## src/rtl/wb_port_arbiter.sv

```systemverilog
// -----------------------------------------------------------------------------
// wb_port_arbiter
// Shares the two register-file write ports between NUM_REQ functional units.
// Each unit pushes (addr,data) results into a private DEPTH-entry FIFO. A
// round-robin scheduler drains up to two FIFO heads per cycle: the first
// non-empty head in scan order goes to port 0, and the next non-empty head
// whose address differs from port 0 goes to port 1. Results to R0 are accepted
// and dropped.
//
// Optional feature macro: WB_STATS_EN
//   defined   : o_stall_cnt is a saturating count of cycles in which some
//               non-empty head was left ungranted.
//   undefined : o_stall_cnt is tied to zero.
//
// Ports
//   i_clk        system clock, all state updates on posedge
//   i_rst        synchronous active-high reset
//   i_req_valid  per-unit result valid
//   i_req_addr   per-unit destination register, unit i at [i*ADDR_W +: ADDR_W]
//   i_req_data   per-unit result, unit i at [i*DATA_W +: DATA_W]
//   o_req_ready  per-unit FIFO not full (low while i_rst is high)
//   o_wp0_*      write port 0 enable / register index / data (registered)
//   o_wp1_*      write port 1 enable / register index / data (registered)
//   o_busy       any FIFO non-empty
//   o_stall_cnt  saturating conflict counter (see WB_STATS_EN)
// -----------------------------------------------------------------------------
module wb_port_arbiter #(
   parameter int NUM_REQ = 6,
   parameter int DATA_W  = 32,
   parameter int ADDR_W  = 5,
   parameter int DEPTH   = 2
) (
   input  logic                        i_clk,
   input  logic                        i_rst,
   input  logic [NUM_REQ-1:0]          i_req_valid,
   input  logic [NUM_REQ*ADDR_W-1:0]   i_req_addr,
   input  logic [NUM_REQ*DATA_W-1:0]   i_req_data,
   output logic [NUM_REQ-1:0]          o_req_ready,
   output logic                        o_wp0_en,
   output logic [ADDR_W-1:0]           o_wp0_addr,
   output logic [DATA_W-1:0]           o_wp0_data,
   output logic                        o_wp1_en,
   output logic [ADDR_W-1:0]           o_wp1_addr,
   output logic [DATA_W-1:0]           o_wp1_data,
   output logic                        o_busy,
   output logic [15:0]                 o_stall_cnt
);

   localparam int PTR_W = $clog2(DEPTH);
   localparam int CNT_W = PTR_W + 1;
   localparam int RR_W  = $clog2(NUM_REQ);

   logic [NUM_REQ-1:0] w_ne;
   logic [NUM_REQ-1:0] w_full;
   logic [NUM_REQ-1:0] w_push;
   logic [NUM_REQ-1:0] w_pop;
   logic [ADDR_W-1:0]  w_head_addr [NUM_REQ];
   logic [DATA_W-1:0]  w_head_data [NUM_REQ];

   logic               w_g0_vld;
   logic               w_g1_vld;
   logic [RR_W-1:0]    w_g0_idx;
   logic [RR_W-1:0]    w_g1_idx;
   logic [RR_W-1:0]    w_rr_nxt;
   logic               w_stall;

   logic [RR_W-1:0]    r_rr;
   logic               r_wp0_en;
   logic [ADDR_W-1:0]  r_wp0_addr;
   logic [DATA_W-1:0]  r_wp0_data;
   logic               r_wp1_en;
   logic [ADDR_W-1:0]  r_wp1_addr;
   logic [DATA_W-1:0]  r_wp1_data;

   // Per-requester FIFOs
   for (genvar g = 0; g < NUM_REQ; g++) begin : g_fifo
      logic [ADDR_W-1:0] r_fa [DEPTH];
      logic [DATA_W-1:0] r_fd [DEPTH];
      logic [PTR_W-1:0]  r_wp;
      logic [PTR_W-1:0]  r_rp;
      logic [CNT_W-1:0]  r_cnt;
      logic [ADDR_W-1:0] w_in_addr;

      assign w_in_addr      = i_req_addr[g*ADDR_W +: ADDR_W];
      assign w_ne[g]        = (r_cnt != {CNT_W{1'b0}});
      assign w_full[g]      = (r_cnt == CNT_W'(DEPTH));
      // R0 writes are handshaken but never stored.
      assign w_push[g]      = i_req_valid[g] & ~w_full[g] & (w_in_addr != {ADDR_W{1'b0}});
      assign w_head_addr[g] = r_fa[r_rp];
      assign w_head_data[g] = r_fd[r_rp];

      // Entry storage; contents are qualified by the count, so no reset needed
      always_ff @(posedge i_clk) begin
         if (w_push[g]) begin
            r_fa[r_wp] <= w_in_addr;
            r_fd[r_wp] <= i_req_data[g*DATA_W +: DATA_W];
         end
      end

      // Pointer and occupancy update
      always_ff @(posedge i_clk) begin
         if (i_rst) begin
            r_wp  <= {PTR_W{1'b0}};
            r_rp  <= {PTR_W{1'b0}};
            r_cnt <= {CNT_W{1'b0}};
         end else begin
            if (w_push[g]) r_wp <= r_wp + PTR_W'(1);
            else           r_wp <= r_wp;
            if (w_pop[g])  r_rp <= r_rp + PTR_W'(1);
            else           r_rp <= r_rp;
            case ({w_push[g], w_pop[g]})
               2'b10:   r_cnt <= r_cnt + CNT_W'(1);
               2'b01:   r_cnt <= r_cnt - CNT_W'(1);
               default: r_cnt <= r_cnt;
            endcase
         end
      end
   end

   assign o_req_ready = ~w_full & {NUM_REQ{~i_rst}};
   assign o_busy      = |w_ne;

   // Round-robin scan: first head to port 0, next distinct-address head to port 1
   always_comb begin
      int               v_sum;
      logic [RR_W-1:0]  v_idx;
      w_g0_vld = 1'b0;
      w_g1_vld = 1'b0;
      w_g0_idx = {RR_W{1'b0}};
      w_g1_idx = {RR_W{1'b0}};
      w_stall  = 1'b0;
      w_pop    = {NUM_REQ{1'b0}};
      w_rr_nxt = r_rr;
      v_sum    = 0;
      v_idx    = {RR_W{1'b0}};
      for (int k = 0; k < NUM_REQ; k++) begin
         v_sum = int'(r_rr) + k;
         if (v_sum >= NUM_REQ) v_sum = v_sum - NUM_REQ;
         else                  v_sum = v_sum;
         v_idx = RR_W'(v_sum);
         if (w_ne[v_idx]) begin
            if (!w_g0_vld) begin
               w_g0_vld = 1'b1;
               w_g0_idx = v_idx;
            end else if (!w_g1_vld && (w_head_addr[v_idx] != w_head_addr[w_g0_idx])) begin
               w_g1_vld = 1'b1;
               w_g1_idx = v_idx;
            end else begin
               // Same-address or third head: keeps its place for a later cycle.
               w_stall = 1'b1;
            end
         end else begin
            w_stall = w_stall;
         end
      end
      if (w_g0_vld) w_pop[w_g0_idx] = 1'b1;
      else          w_pop = w_pop;
      if (w_g1_vld) w_pop[w_g1_idx] = 1'b1;
      else          w_pop = w_pop;
      // Port 1 is always later in scan order, so it is the last grant when present.
      if (w_g1_vld) begin
         if (w_g1_idx == RR_W'(NUM_REQ - 1)) w_rr_nxt = {RR_W{1'b0}};
         else                                w_rr_nxt = w_g1_idx + RR_W'(1);
      end else if (w_g0_vld) begin
         if (w_g0_idx == RR_W'(NUM_REQ - 1)) w_rr_nxt = {RR_W{1'b0}};
         else                                w_rr_nxt = w_g0_idx + RR_W'(1);
      end else begin
         w_rr_nxt = r_rr;
      end
   end

   // Write-port registers and round-robin pointer
   always_ff @(posedge i_clk) begin
      if (i_rst) begin
         r_rr       <= {RR_W{1'b0}};
         r_wp0_en   <= 1'b0;
         r_wp0_addr <= {ADDR_W{1'b0}};
         r_wp0_data <= {DATA_W{1'b0}};
         r_wp1_en   <= 1'b0;
         r_wp1_addr <= {ADDR_W{1'b0}};
         r_wp1_data <= {DATA_W{1'b0}};
      end else begin
         r_rr     <= w_rr_nxt;
         r_wp0_en <= w_g0_vld;
         r_wp1_en <= w_g1_vld;
         if (w_g0_vld) begin
            r_wp0_addr <= w_head_addr[w_g0_idx];
            r_wp0_data <= w_head_data[w_g0_idx];
         end else begin
            r_wp0_addr <= r_wp0_addr;
            r_wp0_data <= r_wp0_data;
         end
         if (w_g1_vld) begin
            r_wp1_addr <= w_head_addr[w_g1_idx];
            r_wp1_data <= w_head_data[w_g1_idx];
         end else begin
            r_wp1_addr <= r_wp1_addr;
            r_wp1_data <= r_wp1_data;
         end
      end
   end

   assign o_wp0_en   = r_wp0_en;
   assign o_wp0_addr = r_wp0_addr;
   assign o_wp0_data = r_wp0_data;
   assign o_wp1_en   = r_wp1_en;
   assign o_wp1_addr = r_wp1_addr;
   assign o_wp1_data = r_wp1_data;

`ifdef WB_STATS_EN
   logic [15:0] r_stall_cnt;

   // Saturating count of cycles with an ungranted non-empty head
   always_ff @(posedge i_clk) begin
      if (i_rst)                                    r_stall_cnt <= 16'd0;
      else if (w_stall && (r_stall_cnt != 16'hFFFF)) r_stall_cnt <= r_stall_cnt + 16'd1;
      else                                          r_stall_cnt <= r_stall_cnt;
   end

   assign o_stall_cnt = r_stall_cnt;
`else
   logic w_unused_stall;
   assign w_unused_stall = w_stall;
   assign o_stall_cnt    = 16'd0;
`endif

endmodule
```

## config.mk

```make
export PLATFORM = sky130hd
export DESIGN_NAME = wb_port_arbiter
export DESIGN_NICKNAME = d
export VERILOG_FILES = /design/src/rtl/wb_port_arbiter.sv
export SDC_FILE = /design/constraint.sdc
export NUM_CORES = 1
export LEC_CHECK = 0
export ABC_CLOCK_PERIOD_IN_PS = 8000
export CAP_MARGIN = 20
export CORE_MARGIN = 3
export CORE_UTILIZATION = 25
export CTS_CLUSTER_SIZE = 40
export DETAILED_ROUTE_END_ITERATION = 7
export PLACE_DENSITY = 0.49
export SLEW_MARGIN = 20
export SYNTH_ARGS = -nofsm -noshare
export SYNTH_HDL_FRONTEND = slang
export SYNTH_SLANG_ARGS = --single-unit
export TNS_END_PERCENT = 100
```

## constraint.sdc

```tcl
create_clock -name i_clk -period 8 [get_ports i_clk]
set_input_delay 1.6 -clock i_clk [delete_from_list [all_inputs] [get_ports i_clk]]
set_output_delay 1.6 -clock i_clk [all_outputs]
set_load 0.005 [all_outputs]
```

==> impl_metrics.tcl <==
set metrics [dict create \
    status "finished, final reports clean" \
    syn2layout_area_growth_pct 25.5 \
    nFillCells 11400 \
    dpl.hpwl_mm 82.4 \
    place_congestion 0.934 \
    postCtsHoldBufs 0 \
    rows 123 \
    synth_mux_area_share_pct 18.3 \
    synth_area_per_cell_um2 12.1 \
    clk_path_buf_depth 3 \
    slew_headroom_pct 34.6 \
    initial_utilization_pct 25.3 \
    postCtsSetupBuffers 0 \
    synthAdderAreaFrac_pct 0.614 \
    fmax_ghz 0.134 \
    ys.warnings.count 0 \
    synth_top_family_by_area "multiplexers" \
    rr_worst_depth 26 \
    wirelength_mm 118 \
    cts-root-buf "clkbuf_16" \
    final_util_pct 31.7 \
    cts_tree "done" \
    slew_viol_final 0 \
    core_mm2 0.113 \
    period_minus_slack_ps 7460 \
    crit_path_end_kind "flip-flop" \
    hold_class "reg -> reg" \
    final_cell_mix "444 x edfxtp_1, 443 x mux2i_1, 311 x clkdlybuf4s50_1" \
    worstPathArrival_ps 8020 \
    cts_buffers 61 \
    rsz0062_at_grt "no" \
    required_ps 8560 \
    drc 0 \
    holdPathStages 2 \
    synth-seq-area-share_pct 54.4 \
    final.setup_skew_ps 46.6 \
    grt_max_degree 77 \
    worst_pin_slew_ps 954 \
    clock_latency_ps 660 \
    final_nets 2909 \
    ctsHtreeMaxLevel 2 \
    synth_edf_count 444 \
    die_area_mm2 0.118 \
    dr.pass1.iters 6 \
    drive_above_1_share_pct 11.5 \
    synth_seq_cells 553 \
    setup_viol 0 \
    synth_xor_area_share_pct 1.32 \
    synthSimpleGateAreaFrac_pct 7.69 \
    multi_input_area_mm2 0.0123 \
    grt_overflow_total 0 \
    async_flop_share_pct 0 \
    num_vias 21800 \
    cp-start-kind "flip-flop" \
    report.final.hold_viol_count 0 \
    tns_ps 0 \
    ys.flop_type "edfxtp_1" \
    numClockSinks 553 \
    place.port_buffers 312 \
    drt_first_iter_violations 1809 \
    crit_path_max_fanout 16 \
    grt_pass1_vias 21300 \
    layout_commonest_cell "edfxtp_1" \
    ant_nets 0 \
    synth-compound-area-share_pct 14.4 \
    ys_types 98 \
    io_pins 329 \
    synthesis.instances 2366 \
    grt_first_pass_wirelength_mm 164 \
    drt-wirelength-per-cell_um 27.9 \
    rrSetupSlack_ps 540 \
    maxCapViolations 0 \
    die_height_um 344 \
    path_class "reg -> reg" \
    clk_pin_slew_worst_paths_ps 60 \
    synth.cell_area_mm2 0.0285 \
    register_area_mm2 0.0155 \
    fp.dieW_um 344 \
    via_per_inst 5.17 \
    period_share_pct 93.3 \
    grt_usage_pct 19.4 \
    antenna_found_initial 16 \
]
-- cell families (layout without fill, tap and decap cells) --
| family | count (synthesis) | in the layout |
|---|---|---|
| AO/OA/AOI/OAI | 588 | 588 |
| flip-flops | 553 | 553 |
| multiplexers | 497 | 497 |
| AND/OR/NAND/NOR | 463 | 463 |
| buffers and inverters | 210 | 546 |
| XOR/XNOR | 40 | 40 |
| adder cells (fa/ha/maj) | 14 | 14 |
| other | 1 | 23 |
-- timing repair --
item | in CTS | in global routing
gates resized for setup | 0 | 2
endpoints found under the hold margin | 0 | 0
setup endpoints to repair | 0 | 35
-- cell type report --
| type | count | area share [%] |
|---|---|---|
| clock buffers | 72 | 4.49 |
| diodes | 7 | 0.0489 |
| well taps | 1500 | 5.24 |
| repair buffers | 402 | 10.9 |
| flip-flops and latches | 553 | 43.4 |
| multi-input cells | 1618 | 34.5 |
| inverters | 29 | 0.304 |
| clock inverters | 43 | 1.18 |
-- synth_stat cells (7+ instances only) --
cell | instances | share of area (%)
a31oi_1 | 22 | 0.48
and4_1 | 7 | 0.21
nand3_1 | 32 | 0.56
o21ai_0 | 122 | 2.1
o22ai_1 | 73 | 1.6
o221ai_1 | 8 | 0.25
dfxtp_1 | 109 | 7.6
a211o_1 | 8 | 0.25
nor2b_1 | 7 | 0.15
o21ai_1 | 8 | 0.14
mux2i_1 | 449 | 16
nor2_1 | 110 | 1.4
mux4_2 | 13 | 1.0
buf_4 | 25 | 0.66
or4_1 | 8 | 0.21
o211ai_1 | 22 | 0.58
nand2b_1 | 37 | 0.81
clkbuf_1 | 126 | 1.7
a32oi_1 | 41 | 1.3
and2_1 | 8 | 0.18
or3_1 | 11 | 0.24
xor2_1 | 14 | 0.43
buf_1 | 8 | 0.11
nor3_1 | 24 | 0.42
a221o_1 | 37 | 1.3
nor4_1 | 8 | 0.18
a21o_1 | 11 | 0.29
and3_1 | 7 | 0.15
ha_1 | 14 | 0.61
nand2_1 | 172 | 2.3
a211oi_1 | 26 | 0.68
inv_1 | 29 | 0.38
mux2_2 | 29 | 1.1
nand4_1 | 9 | 0.20
a21oi_1 | 110 | 1.9
buf_2 | 19 | 0.33
edfxtp_1 | 444 | 47
xnor2_1 | 24 | 0.74
o21a_1 | 12 | 0.32
-- layer usage --
metal | GRT usage [%] | vias to the layer above | part of all wire [%]
met5 | 0 | - | 0.071
met2 | 32.1 | 877 | 47
met3 | 4.51 | 190 | 7.5
met1 | 25.2 | 10900 | 42
li1 | - | 9793 | -
met4 | 5.89 | 10 | 3.4
-- sequential cells by signal (all words and copies together), names as in the netlist, named ones only --
signal / flops
g_fifo.r_rp: 6
o_wp1_data: 32
r_rr: 3
g_fifo.r_fd: 384
o_wp0_en: 1
o_wp0_data: 32
o_wp1_en: 1
g_fifo.r_fa: 60
o_wp1_addr: 5
g_fifo.r_cnt: 12
g_fifo.r_wp: 6
o_wp0_addr: 5
-- critical path, cell delays in order (launching register included) --
cell and delay [ps]:
dfxtp_1 610, inv_1 190, ha_1 380, nand3b_1 230, a221oi_4 510, nor3_1 190, inv_1 190, ha_1 340
inv_1 180, nor3_1 130, a21oi_2 450, o31a_1 240, buf_4 270, a21boi_2 190, nor2_2 350, mux2_1 360
o211ai_1 280, xnor2_1 190, nand4_1 260, nand2_2 270, a311oi_4 120, buf_4 220, a21oi_1 320, inv_1 80
ha_1 320, or3_1 350, a21oi_1 160
-- metrics by stage --
step	std cells	area (um2)	setup slack [ps]	hold slack, ps
after floorplan	2381	28600	1110	472
after global placement	4102	33700	571	499
after detailed placement	4102	33700	492	497
after CTS	4217	35800	430	513
after global routing	4218	35800	38.1	545
final	4224	35800	535	509
-- worst paths after layout --
kind / from / to
worst min register to register: g_fifo[3].r_rp / g_fifo[3].r_rp
worst min-delay path: g_fifo[3].r_rp / g_fifo[3].r_rp
worst max register to register: r_rr[1] / g_fifo[3].r_cnt[1]
worst max-delay path: r_rr[1] / g_fifo[3].r_cnt[1]
Power is left out: the tool's default activity adds up to more than one toggle a clock period on the data nets, which glitch-free logic cannot reach.
